File: config.mk
export PLATFORM = sky130hd
export DESIGN_NAME = mul32_shift_add_flat
export DESIGN_NICKNAME = d
export VERILOG_FILES = /design/src/rtl/mul32_shift_add_pkg.sv /design/src/rtl/mul32_shift_add_if.sv /design/src/rtl/mul32_shift_add_adder.sv /design/src/rtl/mul32_shift_add.sv /design/src/flat_wrapper.sv
export SDC_FILE = /design/constraint.sdc
export NUM_CORES = 1
export LEC_CHECK = 0
export ABC_CLOCK_PERIOD_IN_PS = 3100
export BUFFER_PORTS_ARGS = -buffer_cell sky130_fd_sc_hd__buf_2
export CORE_ASPECT_RATIO = 0.8
export CORE_UTILIZATION = 57
export DETAILED_ROUTE_END_ITERATION = 12
export PLACE_DENSITY_LB_ADDON = 0.12
export SLEW_MARGIN = 10
export SYNTH_ARGS = -nofsm -noshare
export SYNTH_HDL_FRONTEND = slang
export SYNTH_SLANG_ARGS = --single-unit
File: constraint.sdc
create_clock -name clk -period 3.1 [get_ports clk]
set_input_delay 0.93 -clock clk [delete_from_list [all_inputs] [get_ports clk]]
set_output_delay 0.93 -clock clk [all_outputs]
set_load 0.02 [all_outputs]
File: src/rtl/mul32_shift_add_pkg.sv
// Shared constants and state encoding for the iterative shift-add multiplier.
// Imported by the interface and the top-level datapath.
package mul32_shift_add_pkg;

    localparam int WIDTH = 32;
    localparam logic [5:0] ITER_LAST = 6'd31;

    typedef enum logic [1:0] {
        IDLE = 2'd0,
        CALC = 2'd1,
        DONE = 2'd2
    } state_t;

endpackage : mul32_shift_add_pkg

File: src/rtl/mul32_shift_add_if.sv
// Request/response bundle between an issuing datapath (master) and the multiplier (slave).
interface mul32_shift_add_if;
    import mul32_shift_add_pkg::*;

    logic                   start;
    logic [WIDTH-1:0]       a;
    logic [WIDTH-1:0]       b;
    logic                   busy;
    logic                   done;
    logic [2*WIDTH-1:0]     product;

    modport master (
        output start, a, b,
        input  busy, done, product
    );

    modport slave (
        input  start, a, b,
        output busy, done, product
    );

endinterface : mul32_shift_add_if

File: src/rtl/mul32_shift_add_adder.sv
// 32-bit adder assembled from four 8-bit carry-lookahead blocks.
// Carries lookahead inside each byte and ripple between bytes.
module Adder_LookAhead8 (
    input  logic [7:0] a,
    input  logic [7:0] b,
    input  logic       ci,
    output logic [7:0] s,
    output logic       co
);

    logic [7:0] p_s;
    logic [7:0] g_s;
    logic [8:0] c_s;

    assign p_s = a ^ b;
    assign g_s = a & b;

    // Flattened lookahead: each carry is a sum of generate terms gated by the propagates above them.
    always_comb begin
        logic prop_v;
        c_s    = 9'd0;
        prop_v = 1'b0;
        c_s[0] = ci;
        for (int i = 0; i < 8; i++) begin
            c_s[i+1] = g_s[i];
            prop_v   = p_s[i];
            for (int j = i - 1; j >= 0; j--) begin
                c_s[i+1] = c_s[i+1] | (prop_v & g_s[j]);
                prop_v   = prop_v & p_s[j];
            end
            c_s[i+1] = c_s[i+1] | (prop_v & ci);
        end
    end

    assign s  = p_s ^ c_s[7:0];
    assign co = c_s[8];

endmodule : Adder_LookAhead8

module Adder (
    input  logic [31:0] a,
    input  logic [31:0] b,
    input  logic        ci,
    output logic [31:0] s,
    output logic        co
);

    logic [4:0] c_s;

    assign c_s[0] = ci;

    for (genvar i = 0; i < 4; i++) begin : g_byte
        Adder_LookAhead8 u_la8 (
            .a  (a[8*i +: 8]),
            .b  (b[8*i +: 8]),
            .ci (c_s[i]),
            .s  (s[8*i +: 8]),
            .co (c_s[i+1])
        );
    end

    assign co = c_s[4];

endmodule : Adder

File: src/rtl/mul32_shift_add.sv
// Iterative unsigned 32x32->64 multiplier: one shared Adder, one product bit per cycle,
// 32 iterations per operation with a start/busy/done handshake.
module mul32_shift_add
    import mul32_shift_add_pkg::*;
(
    input  logic               clk,
    input  logic               rst_n,
    mul32_shift_add_if.slave   bus
);

    state_t              state_r,   state_next;
    logic [WIDTH-1:0]    mcand_r,   mcand_next;
    logic [WIDTH-1:0]    acc_hi_r,  acc_hi_next;
    logic [WIDTH-1:0]    acc_lo_r,  acc_lo_next;
    logic [5:0]          cnt_r,     cnt_next;
    logic [2*WIDTH-1:0]  product_r, product_next;
    logic                busy_r,    busy_next;
    logic                done_r,    done_next;

    logic [WIDTH-1:0]    add_b_s;
    logic [WIDTH-1:0]    sum_s;
    logic                co_s;
    logic [2*WIDTH-1:0]  shifted_s;

    assign add_b_s = acc_lo_r[0] ? mcand_r : 32'd0;

    Adder u_adder (
        .a  (acc_hi_r),
        .b  (add_b_s),
        .ci (1'b0),
        .s  (sum_s),
        .co (co_s)
    );

    // Carry-out becomes the new top bit, so the 64-bit result never overflows.
    assign shifted_s = {co_s, sum_s, acc_lo_r[WIDTH-1:1]};

    // Next-state, datapath update and registered-output decode.
    always_comb begin
        state_next   = state_r;
        mcand_next   = mcand_r;
        acc_hi_next  = acc_hi_r;
        acc_lo_next  = acc_lo_r;
        cnt_next     = cnt_r;
        product_next = product_r;

        case (state_r)
            IDLE, DONE: begin
                if (bus.start) begin
                    mcand_next  = bus.a;
                    acc_lo_next = bus.b;
                    acc_hi_next = 32'd0;
                    cnt_next    = 6'd0;
                    state_next  = CALC;
                end else begin
                    state_next  = IDLE;
                end
            end
            CALC: begin
                acc_hi_next = shifted_s[2*WIDTH-1:WIDTH];
                acc_lo_next = shifted_s[WIDTH-1:0];
                cnt_next    = cnt_r + 6'd1;
                if (cnt_r == ITER_LAST) begin
                    product_next = shifted_s;
                    state_next   = DONE;
                end else begin
                    state_next   = CALC;
                end
            end
            default: begin
                state_next = IDLE;
            end
        endcase

        busy_next = (state_next == CALC);
        done_next = (state_next == DONE);
    end

    // State, datapath and output registers; reset aborts any operation in flight.
    always_ff @(posedge clk or negedge rst_n) begin
        if (!rst_n) begin
            state_r   <= IDLE;
            mcand_r   <= 32'd0;
            acc_hi_r  <= 32'd0;
            acc_lo_r  <= 32'd0;
            cnt_r     <= 6'd0;
            product_r <= 64'd0;
            busy_r    <= 1'b0;
            done_r    <= 1'b0;
        end else begin
            state_r   <= state_next;
            mcand_r   <= mcand_next;
            acc_hi_r  <= acc_hi_next;
            acc_lo_r  <= acc_lo_next;
            cnt_r     <= cnt_next;
            product_r <= product_next;
            busy_r    <= busy_next;
            done_r    <= done_next;
        end
    end

    assign bus.busy    = busy_r;
    assign bus.done    = done_r;
    assign bus.product = product_r;

endmodule : mul32_shift_add

File: src/flat_wrapper.sv
// flat-port wrapper written by rule: the top's interface ports become plain ports
module mul32_shift_add_flat import mul32_shift_add_pkg::*;
  (clk, rst_n, bus_start, bus_a, bus_b, bus_busy, bus_done, bus_product);
  mul32_shift_add_if bus_i ();
  input  logic clk;
  input  logic rst_n;
  input wire logic [$bits(bus_i.start)-1:0] bus_start;
  input wire logic [$bits(bus_i.a)-1:0] bus_a;
  input wire logic [$bits(bus_i.b)-1:0] bus_b;
  output wire logic [$bits(bus_i.busy)-1:0] bus_busy;
  output wire logic [$bits(bus_i.done)-1:0] bus_done;
  output wire logic [$bits(bus_i.product)-1:0] bus_product;
  assign bus_i.start = bus_start;
  assign bus_i.a = bus_a;
  assign bus_i.b = bus_b;
  assign bus_busy = bus_i.busy;
  assign bus_done = bus_i.done;
  assign bus_product = bus_i.product;
  mul32_shift_add u_core (.clk(clk), .rst_n(rst_n), .bus(bus_i));
endmodule
Word level (Yosys, flattened, before mapping)
Index checks and enable logic that the tools add are counted.
- bits in registers: 170
- input bits: 67
- word-level logic and storage cells: 420
- add/subtract/negate cells: 1
- eq/ne operators: 6
- multiplexer cells: 10
- bitwise gates (word level): 389
- reduce and logical (&&, ||, !) cells: 6
- operators with widths (cell ; number):
    1-bit AND ; 241
    1-bit bitwise OR ; 136
    32-bit case mux with 2 select lines ; 2
    32-bit two-way mux ; 3
    8-bit bitwise XOR ; 8
    8-bit AND ; 4
    6-bit case mux with 2 select lines ; 1
    6-bit by 1-bit adder with 6-bit output, second input constant ; 1
    6-bit by 5-bit equality test with 1-bit output, second input constant ; 1
    6-bit two-way mux ; 1
    2-bit AND reduction ; 3
    2-bit by 1-bit equality test with 1-bit output, second input constant ; 2
    2-bit equality test, second input constant ; 2
    2-bit case mux with 2 select lines ; 1
    2-bit zero test ; 1
    2-bit two-way mux ; 1
    2-bit inequality test, second input constant ; 1
    2-bit nonzero test ; 1
    2-bit OR reduction ; 1
    1-bit two-way mux ; 1

Logic depth before layout (Yosys ltp)
Gate-level depths: netlist (run 1).
- depth in word-level cells: 18
- mapped depth: 12
- gate-level depth less buffers: 11

By module
A second synthesis (run 1) with hierarchy kept.
- cell total of the unflattened synthesis: 715
- area, all modules: 8077.7 µm²
- modules (own cells, without submodules) (module ; instances ; cells each ; area an instance (µm²) ; seq. area each (µm²)):
    mul32_shift_add ; 1 ; 559 ; 6776.5 ; 4254.1
    Adder_LookAhead8 at u_core.u_adder.g_byte[0].u_la8 ... ; 2 ; 41 ; 332.8 ; 0.0
    Adder_LookAhead8 at u_core.u_adder.g_byte[2].u_la8 ... ; 2 ; 37 ; 317.8 ; 0.0

Worst setup path after synthesis (run 1)
OpenSTA, ideal clock, no wires.
- path type: reg2reg
- from: reg u_core.acc_lo_r[0]
- to: reg u_core.acc_hi_r[25]
- library setup time: 0.122 ns
- arrival time: 2.690 ns
- data required time: 2.978 ns
- slack: 0.288 ns
- stages on the path, launching flop included: 11
- path buffers: 1
- period minus slack after synthesis: 2.812 ns
- cell sequence: dfrtp_1 clkbuf_1 and2_1 ha_1 and2_4 a221oi_2 nor3_2 o31a_1 o21a_1 or3_1 a32o_1
- word-level cells in the longest chain between the ends: 18
- ends and longest elaborated chain (element ; line ; RTL):
    start, declared ; mul32_shift_add.sv:14 ; logic [WIDTH-1:0] acc_lo_r, acc_lo_next;
    start signal, assigned ; mul32_shift_add.sv:94 ; acc_lo_r <= acc_lo_next;
    32-bit two-way mux (*) ; mul32_shift_add.sv:25 ; assign add_b_s = acc_lo_r[0] ? mcand_r : 32'd0;
    8-bit bitwise XOR or 8-bit AND (tied branches) ; mul32_shift_add_adder.sv:15, mul32_shift_add_adder.sv:16 ;
    1-bit AND, on equally long branches ; mul32_shift_add_adder.sv:28, mul32_shift_add_adder.sv:29 ;
    1-bit bitwise OR (tied with other cells) (5 in series) ; mul32_shift_add_adder.sv:28 ; c_s[i+1] = c_s[i+1] | (prop_v & g_s[j]);
    1-bit bitwise OR or 1-bit AND (tied branches) ; mul32_shift_add_adder.sv:28 ;
    1-bit bitwise OR ; mul32_shift_add_adder.sv:28 ;
    1-bit AND ; mul32_shift_add_adder.sv:31 ; c_s[i+1] = c_s[i+1] | (prop_v & ci);
    1-bit bitwise OR ; mul32_shift_add_adder.sv:31 ;
    1-bit AND ; mul32_shift_add_adder.sv:31 ;
    1-bit bitwise OR ; mul32_shift_add_adder.sv:31 ;
    1-bit AND ; mul32_shift_add_adder.sv:31 ;
    1-bit bitwise OR ; mul32_shift_add_adder.sv:31 ;
    8-bit bitwise XOR (*) ; mul32_shift_add_adder.sv:35 ; assign s = p_s ^ c_s[7:0];
    32-bit case mux with 2 select lines (*) ; mul32_shift_add.sv:47 ; case (state_r)
    end signal, assigned ; mul32_shift_add.sv:93 ; acc_hi_r <= acc_hi_next;
    end, declared ; mul32_shift_add.sv:13 ; logic [WIDTH-1:0] acc_hi_r, acc_hi_next;
Every way passes the cells marked *; elsewhere a longest branch is shown, timed or not.
A chain may end at the register's enable or synchronous reset.

Final worst setup path (run 1)
Ends and elaborated chain as after synthesis.

==> results of run 1 <==
-- power by group --
group	leakage, nW	internal [mW]	switching, mW
Combinational	2.85	1.84	2.54
Clock	0.289	1.15	1.02
Sequential	2.06	3.15	0.612
Total	5.20	6.15	4.17
-- kinds of logic (layout without fill, tap and decap cells) --
family	count (synthesis)	count (layout)	synth area share
DFF	170	170	0.516
xor gates and xnor gates	15	15	0.0159
AOI/OAI and AO/OA	160	160	0.145
and+or+nand+nor	435	435	0.226
buffers and inverters	54	208	0.0246
muxes	9	9	0.0123
adders and majority gates	37	37	0.0598
-- final timing paths --
path | start | end | cells after the start
worst max-delay path | u_core.acc_lo_r[0] | u_core.acc_hi_r[25] | 10
worst min-delay path | u_core.mcand_r[26] | u_core.mcand_r[26] | 2
worst max register to register | u_core.acc_lo_r[0] | u_core.acc_hi_r[25] | 10
worst min register to register | u_core.mcand_r[26] | u_core.mcand_r[26] | 2
max in group asynchronous | rst_n | u_core.mcand_r[8] | 2
min in group asynchronous | rst_n | u_core.mcand_r[12] | 1
-- worst max-delay path: cells and delay by family (launching register included) --
kind            cells  cell delay, ps
compound gates      4            1200
flops               1             390
buf+inv             1             170
fa+ha+maj           1             330
simple gates        4             810
-- per-layer routing --
layer,GRT usage,wire length (um)
met3,0.0595,1070
met1,0.414,9830
met4,0.0738,242
met2,0.462,9610
met5,0,0
-- synthesized netlist by cell type, drive strengths merged (11+ instances only) --
cell / number / area (um^2)
a22oi: 35 / 263
nand3: 11 / 55.1
and2: 35 / 221
o21ai: 20 / 100
a21o: 15 / 113
nand2: 325 / 1220
dfrtp: 170 / 4250
o31ai: 19 / 143
nor2: 18 / 70.1
a21oi: 16 / 83.8
ha: 33 / 413
clkbuf: 31 / 116
buf: 14 / 52.6
a22o: 20 / 175
-- through the flow --
step	power [mW]	hold slack [ps]
3_5_place_dp	7.99	457
4_1_cts	10.2	473
2_1_floorplan	6.63	437
6_report	10.3	466
5_1_grt	11.0	491
3_3_place_gp	7.87	454
-- flip-flops by register name, indices dropped and copies added (netlist names) --
signal,flops
u_core.acc_hi_r,32
u_core.acc_lo_r,32
u_core.bus.busy,1
u_core.bus.done,1
u_core.bus.product,64
u_core.cnt_r,6
u_core.mcand_r,32
u_core.state_r,2
-- area by class of cell --
type,count,area [um^2],share of cell area
multi-input combinational,656,3870,0.390
sequential,170,4250,0.428
inverter,9,33.8,0.00340
clock buffer,17,425,0.0428
timing repair buffer,167,955,0.0960
tap,180,225,0.0227
clock inverter,15,176,0.0177
-- repair_timing --
item                                    4_1_cts  5_1_grt
buffers inserted                              0        2
resized for setup                             0        9
endpoints found under the setup margin        0       11
==> flow_summary_export.csv, run 1 <==
group,metric,value,unit
clock_tree,cts.path.max_buffers,2,
yosys,yosysSeqAreaShare,0.516,
critical_path,cp.arrival,3330,ps
floorplan,ioPinCount,133,
layout,instances_no_fill,1214,
sta,fin_setup_tns,0,ps
grt,grt_overflow_total,0,
clock_tree,clock_latency,430,ps
clock_tree,clk_pin_slew,70,ps
drt,drt_iter0_drc,525,
yosys,synth_edf_count,0,
power_and_ir_drop,leakagePower,5.20,nW
sta,worst_slew_pin_slew,765,ps
critical_path,path_max_fanout,10,
yosys,netlist_area,8250,um^2
layout,area_growth,20.5,%
sta,setup_ws,87.2,ps
floorplan,start_util,0.596,
drt,vias,6809,
floorplan,core,13800,um^2
sta,max_freq,0.332,GHz
floorplan,die_w,137,um
placed_design,place_ws,144,ps
hold_path,min_path_type,"flop to flop",
yosys,synth_top_flop_cell,"dfrtp_1",
placed_design,place_inst,1180,
outcome,status,"finished, final reports clean",
clock_tree,cts_buffers,17,
grt,grt_usage,0.292,
drt,wl_per_cell,17.1,um
yosys,synth-async-reset-ratio,1.00,
layout,fillers,1068,
yosys,syn_inst,880,
sta,rsz0062_at_grt,"yes",
layout,nNetsFinal,1125,
grt,grt_pass1_wl,33200,um
drt,drcViolationCount,0,
layout,final_common_cell,"nand2_1",
placed_design,dp.final_hpwl,13700,um
clock_tree,cts_tree,"yes",
sta,hold_violations,0,
yosys,syn_nets,984,
layout,layout_common_cells,"nand2_1, dfrtp_1, buf_2",
placed_design,portBuffers,132,
critical_path,ff2ff_setup_slack,90,ps
drt,viasPerCell,5.61,
yosys,ys_ff_latch,170,
sta,skew,14.6,ps
critical_path,critPathMaxStageDelay,390,ps
drt,final_antenna_net_count,0,
critical_path,end_kind,"flop",
sta,max_slew_margin,0.490,
sta,setup_viol,0,
clock_tree,hold_buffers,0,
sta,min_period,3010,ps
yosys,syn-mean-instance-area,9.38,um^2
critical_path,cp-start-kind,"flop",
layout,drive_gt1_frac,0.224,
critical_path,crit_required,3420,ps
layout,utilization,0.719,
layout,final_design_area_no_fill,9940,um^2
drt,dr.pass1.iters,5,
clock_tree,cts_sinks,170,
placed_design,gp_congestion,0.860,
grt,antenna_found_initial,0,
drt,routed_wl,20800,um
sta,drv_slew,0,
floorplan,die_h,110,um
critical_path,slowest_stage,"dfrtp_1",
placed_design,postPlaceCellArea,9270,um^2
layout,num_antenna_cells,0,
yosys,ys_warn_count,0,
floorplan,dieArea,15000,um^2
sta,period_share,0.972,
clock_tree,cts_root_buf,"clkbuf_16",
power_and_ir_drop,ir_drop,0.644,mV
clock_tree,cts-htree-levels,4,
power_and_ir_drop,p_per_area,1040,nW/um^2
grt,grt_pass1_vias,6595,
critical_path,worst-setup-path-type,"flop to flop",
floorplan,rows,38,
grt,grt_start_max_net_pins,66,
job,cap_violations,0,
yosys,yosysUniqueCellTypes,58,
critical_path,worstPathCellList,"buf_4 -> and2_1 -> ha_2 -> and2_4 -> a221oi_4 -> nor3_2 -> o31a_1 -> o21a_1 -> or3_4 -> a32o_1",
Note: power is estimated with default switching activity, not from simulation.
==> inputs of run 2 (changes only) <==
- BUFFER_PORTS_ARGS: -buffer_cell sky130_fd_sc_hd__buf_2 -> -buffer_cell sky130_fd_sc_hd__buf_4
==> run 2 against run 1 <==
Net effect: via count grew 2.4%; die area is the same; worst hold slack worse by 23 ps; total power is 2.9% higher; wire length decreased by 0.28%; sequential power increased by 1%; core utilization increased by 2.7 points; first-iteration DRC count increased by 20%; clock power hardly changed; clock skew decreased by 2.5 ps; clock-buffer cell count stayed put; critical path type unchanged; largest cell class unchanged; highest routed layer unchanged.
==> flow_summary_export.csv, run 2 (synthesis gave the netlist of run 1 again) <==
group,metric,value,unit
outcome,status,"finished, final reports clean",
grt,grt_usage,0.288,
layout,final_design_area_no_fill,10300,um^2
critical_path,worst-setup-path-type,"flop to flop",
layout,nNetsFinal,1125,
sta,setup_viol,0,
floorplan,dieArea,15000,um^2
critical_path,end_kind,"flop",
sta,period_share,0.988,
grt,antenna_found_initial,0,
layout,instances_no_fill,1214,
clock_tree,cts_root_buf,"clkbuf_16",
drt,drcViolationCount,0,
hold_path,min_path_type,"input pin to asynchronous set/reset pin",
placed_design,postPlaceCellArea,9580,um^2
drt,viasPerCell,5.75,
drt,dr.pass1.iters,6,
critical_path,ff2ff_setup_slack,40,ps
layout,largest_register_ffs,64,
floorplan,rows,38,
grt,grt_start_max_net_pins,65,
power_and_ir_drop,p_per_area,1030,nW/um^2
placed_design,portBuffers,132,
critical_path,path_max_fanout,8,
critical_path,slowest_stage,"dfrtp_2",
clock_tree,cts.path.max_buffers,2,
critical_path,startpoint,"u_core.acc_lo_r[0]",
floorplan,ioPinCount,133,
power_and_ir_drop,ir_drop,0.658,mV
clock_tree,cts-htree-levels,4,
clock_tree,cts_buffers,17,
sta,fin_setup_tns,0,ps
floorplan,start_util,0.596,
sta,fin_hold_ws,443,ps
layout,layout_common_cells,"nand2_1, dfrtp_1, buf_4",
sta,max_slew_margin,0.330,
layout,drive_gt1_frac,0.227,
floorplan,core,13800,um^2
layout,area_growth,25.0,%
clock_tree,cts_sinks,170,
clock_tree,clk_pin_slew,80,ps
drt,drt_iter0_drc,628,
sta,skew,12.1,ps
sta,worst_slew_pin_slew,1000,ps
critical_path,crit_end,"u_core.acc_hi_r[25]",
drt,final_antenna_net_count,0,
sta,min_period,3060,ps
critical_path,critPathMaxStageDelay,420,ps
sta,drv_slew,0,
placed_design,dp.final_hpwl,13800,um
clock_tree,hold_buffers,0,
critical_path,worstReg2RegEnd,"u_core.acc_hi_r[25]",
critical_path,worstPathCellList,"buf_4 -> and2_1 -> ha_1 -> a21o_1 -> a21oi_1 -> o211ai_1 -> o31a_1 -> o21a_1 -> or3_4 -> a32o_1",
critical_path,cp-start-kind,"flop",
critical_path,r2r_start,"u_core.acc_lo_r[0]",
grt,grt_pass1_wl,32700,um
clock_tree,cts_tree,"yes",
drt,wl_per_cell,17.0,um
drt,routed_wl,20700,um
clock_tree,clock_latency,430,ps
sta,rsz0062_at_grt,"yes",
layout,num_antenna_cells,0,
sta,hold_violations,0,
drt,vias,6975,
critical_path,r2r_cells,10,
grt,grt_pass1_vias,6441,
power_and_ir_drop,leakagePower,5.33,nW
critical_path,crit_required,3420,ps
critical_path,cp.arrival,3390,ps
layout,final_common_cell,"nand2_1",
placed_design,place_inst,1178,
job,cap_violations,0,
placed_design,gp_congestion,0.905,
grt,grt_overflow_total,0,
floorplan,die_w,137,um
sta,max_freq,0.326,GHz
floorplan,die_h,110,um
run 2: cell count changes in the layout (fill, tap and decap cells not counted), sizes merged:
cell / previous run / this run
clkinv: 5 / 6
clkinvlp: 2 / 1
run 2: worst max-delay path, delay by kind of cell, from the launching register on:
kind | cells | cell delay [ps]
buf+inv | 1 | 170
flops | 1 | 420
fa+ha+maj | 1 | 350
simple gates | 2 | 480
compound gates | 6 | 1540
run 2: final cells by class:
class | instances | area, um^2
well taps | 180 | 225
repair buffers | 167 | 1290
clock buffers | 17 | 425
clock inverters | 15 | 180
multi-input cells | 656 | 3900
inverters | 9 | 33.8
flip-flops and latches | 170 | 4260
fillers | 1012 | 3520
run 2: per-layer routing:
| metal | GRT usage | part of all wire |
|---|---|---|
| met1 | 0.432 | 0.48 |
| met2 | 0.427 | 0.45 |
| met3 | 0.0553 | 0.066 |
| met4 | 0.0746 | 0.013 |
| met5 | 0 | 0 |
run 2: how the worst min path moves through the flow:
stage                             from                      to  slack (ps)  depth (start not counted)
global route                     rst_n  u_core.bus.product[44]         480                          1
floorplan           u_core.mcand_r[31]      u_core.mcand_r[31]         440                          2
detailed placement  u_core.mcand_r[28]      u_core.mcand_r[28]         460                          2
finish                           rst_n     u_core.acc_hi_r[15]         440                          1
CTS                              rst_n     u_core.acc_hi_r[15]         460                          1
global placement    u_core.mcand_r[30]      u_core.mcand_r[30]         460                          2
run 2: power by group:
part	internal (mW)	switching [mW]
Clock	1.16	1.02
Sequential	3.15	0.648
Combinational	2.10	2.54
run 2: through the flow:
step	total power, mW	worst slack (ps)	util
4_1_cts	10.4	3.75	0.737
3_5_place_dp	8.22	6.59	0.693
6_report	10.6	35.9	0.745
3_3_place_gp	8.09	132	0.693
5_1_grt	11.3	-95.4	0.745
2_1_floorplan	6.63	288	-
run 2: timing repair:
item | 4_1_cts | 5_1_grt
gates resized for setup | 1 | 16
setup buffers | 0 | 4
setup endpoints to repair | 1 | 31
pin swaps | 0 | 5
endpoints found under the hold margin | 0 | 0
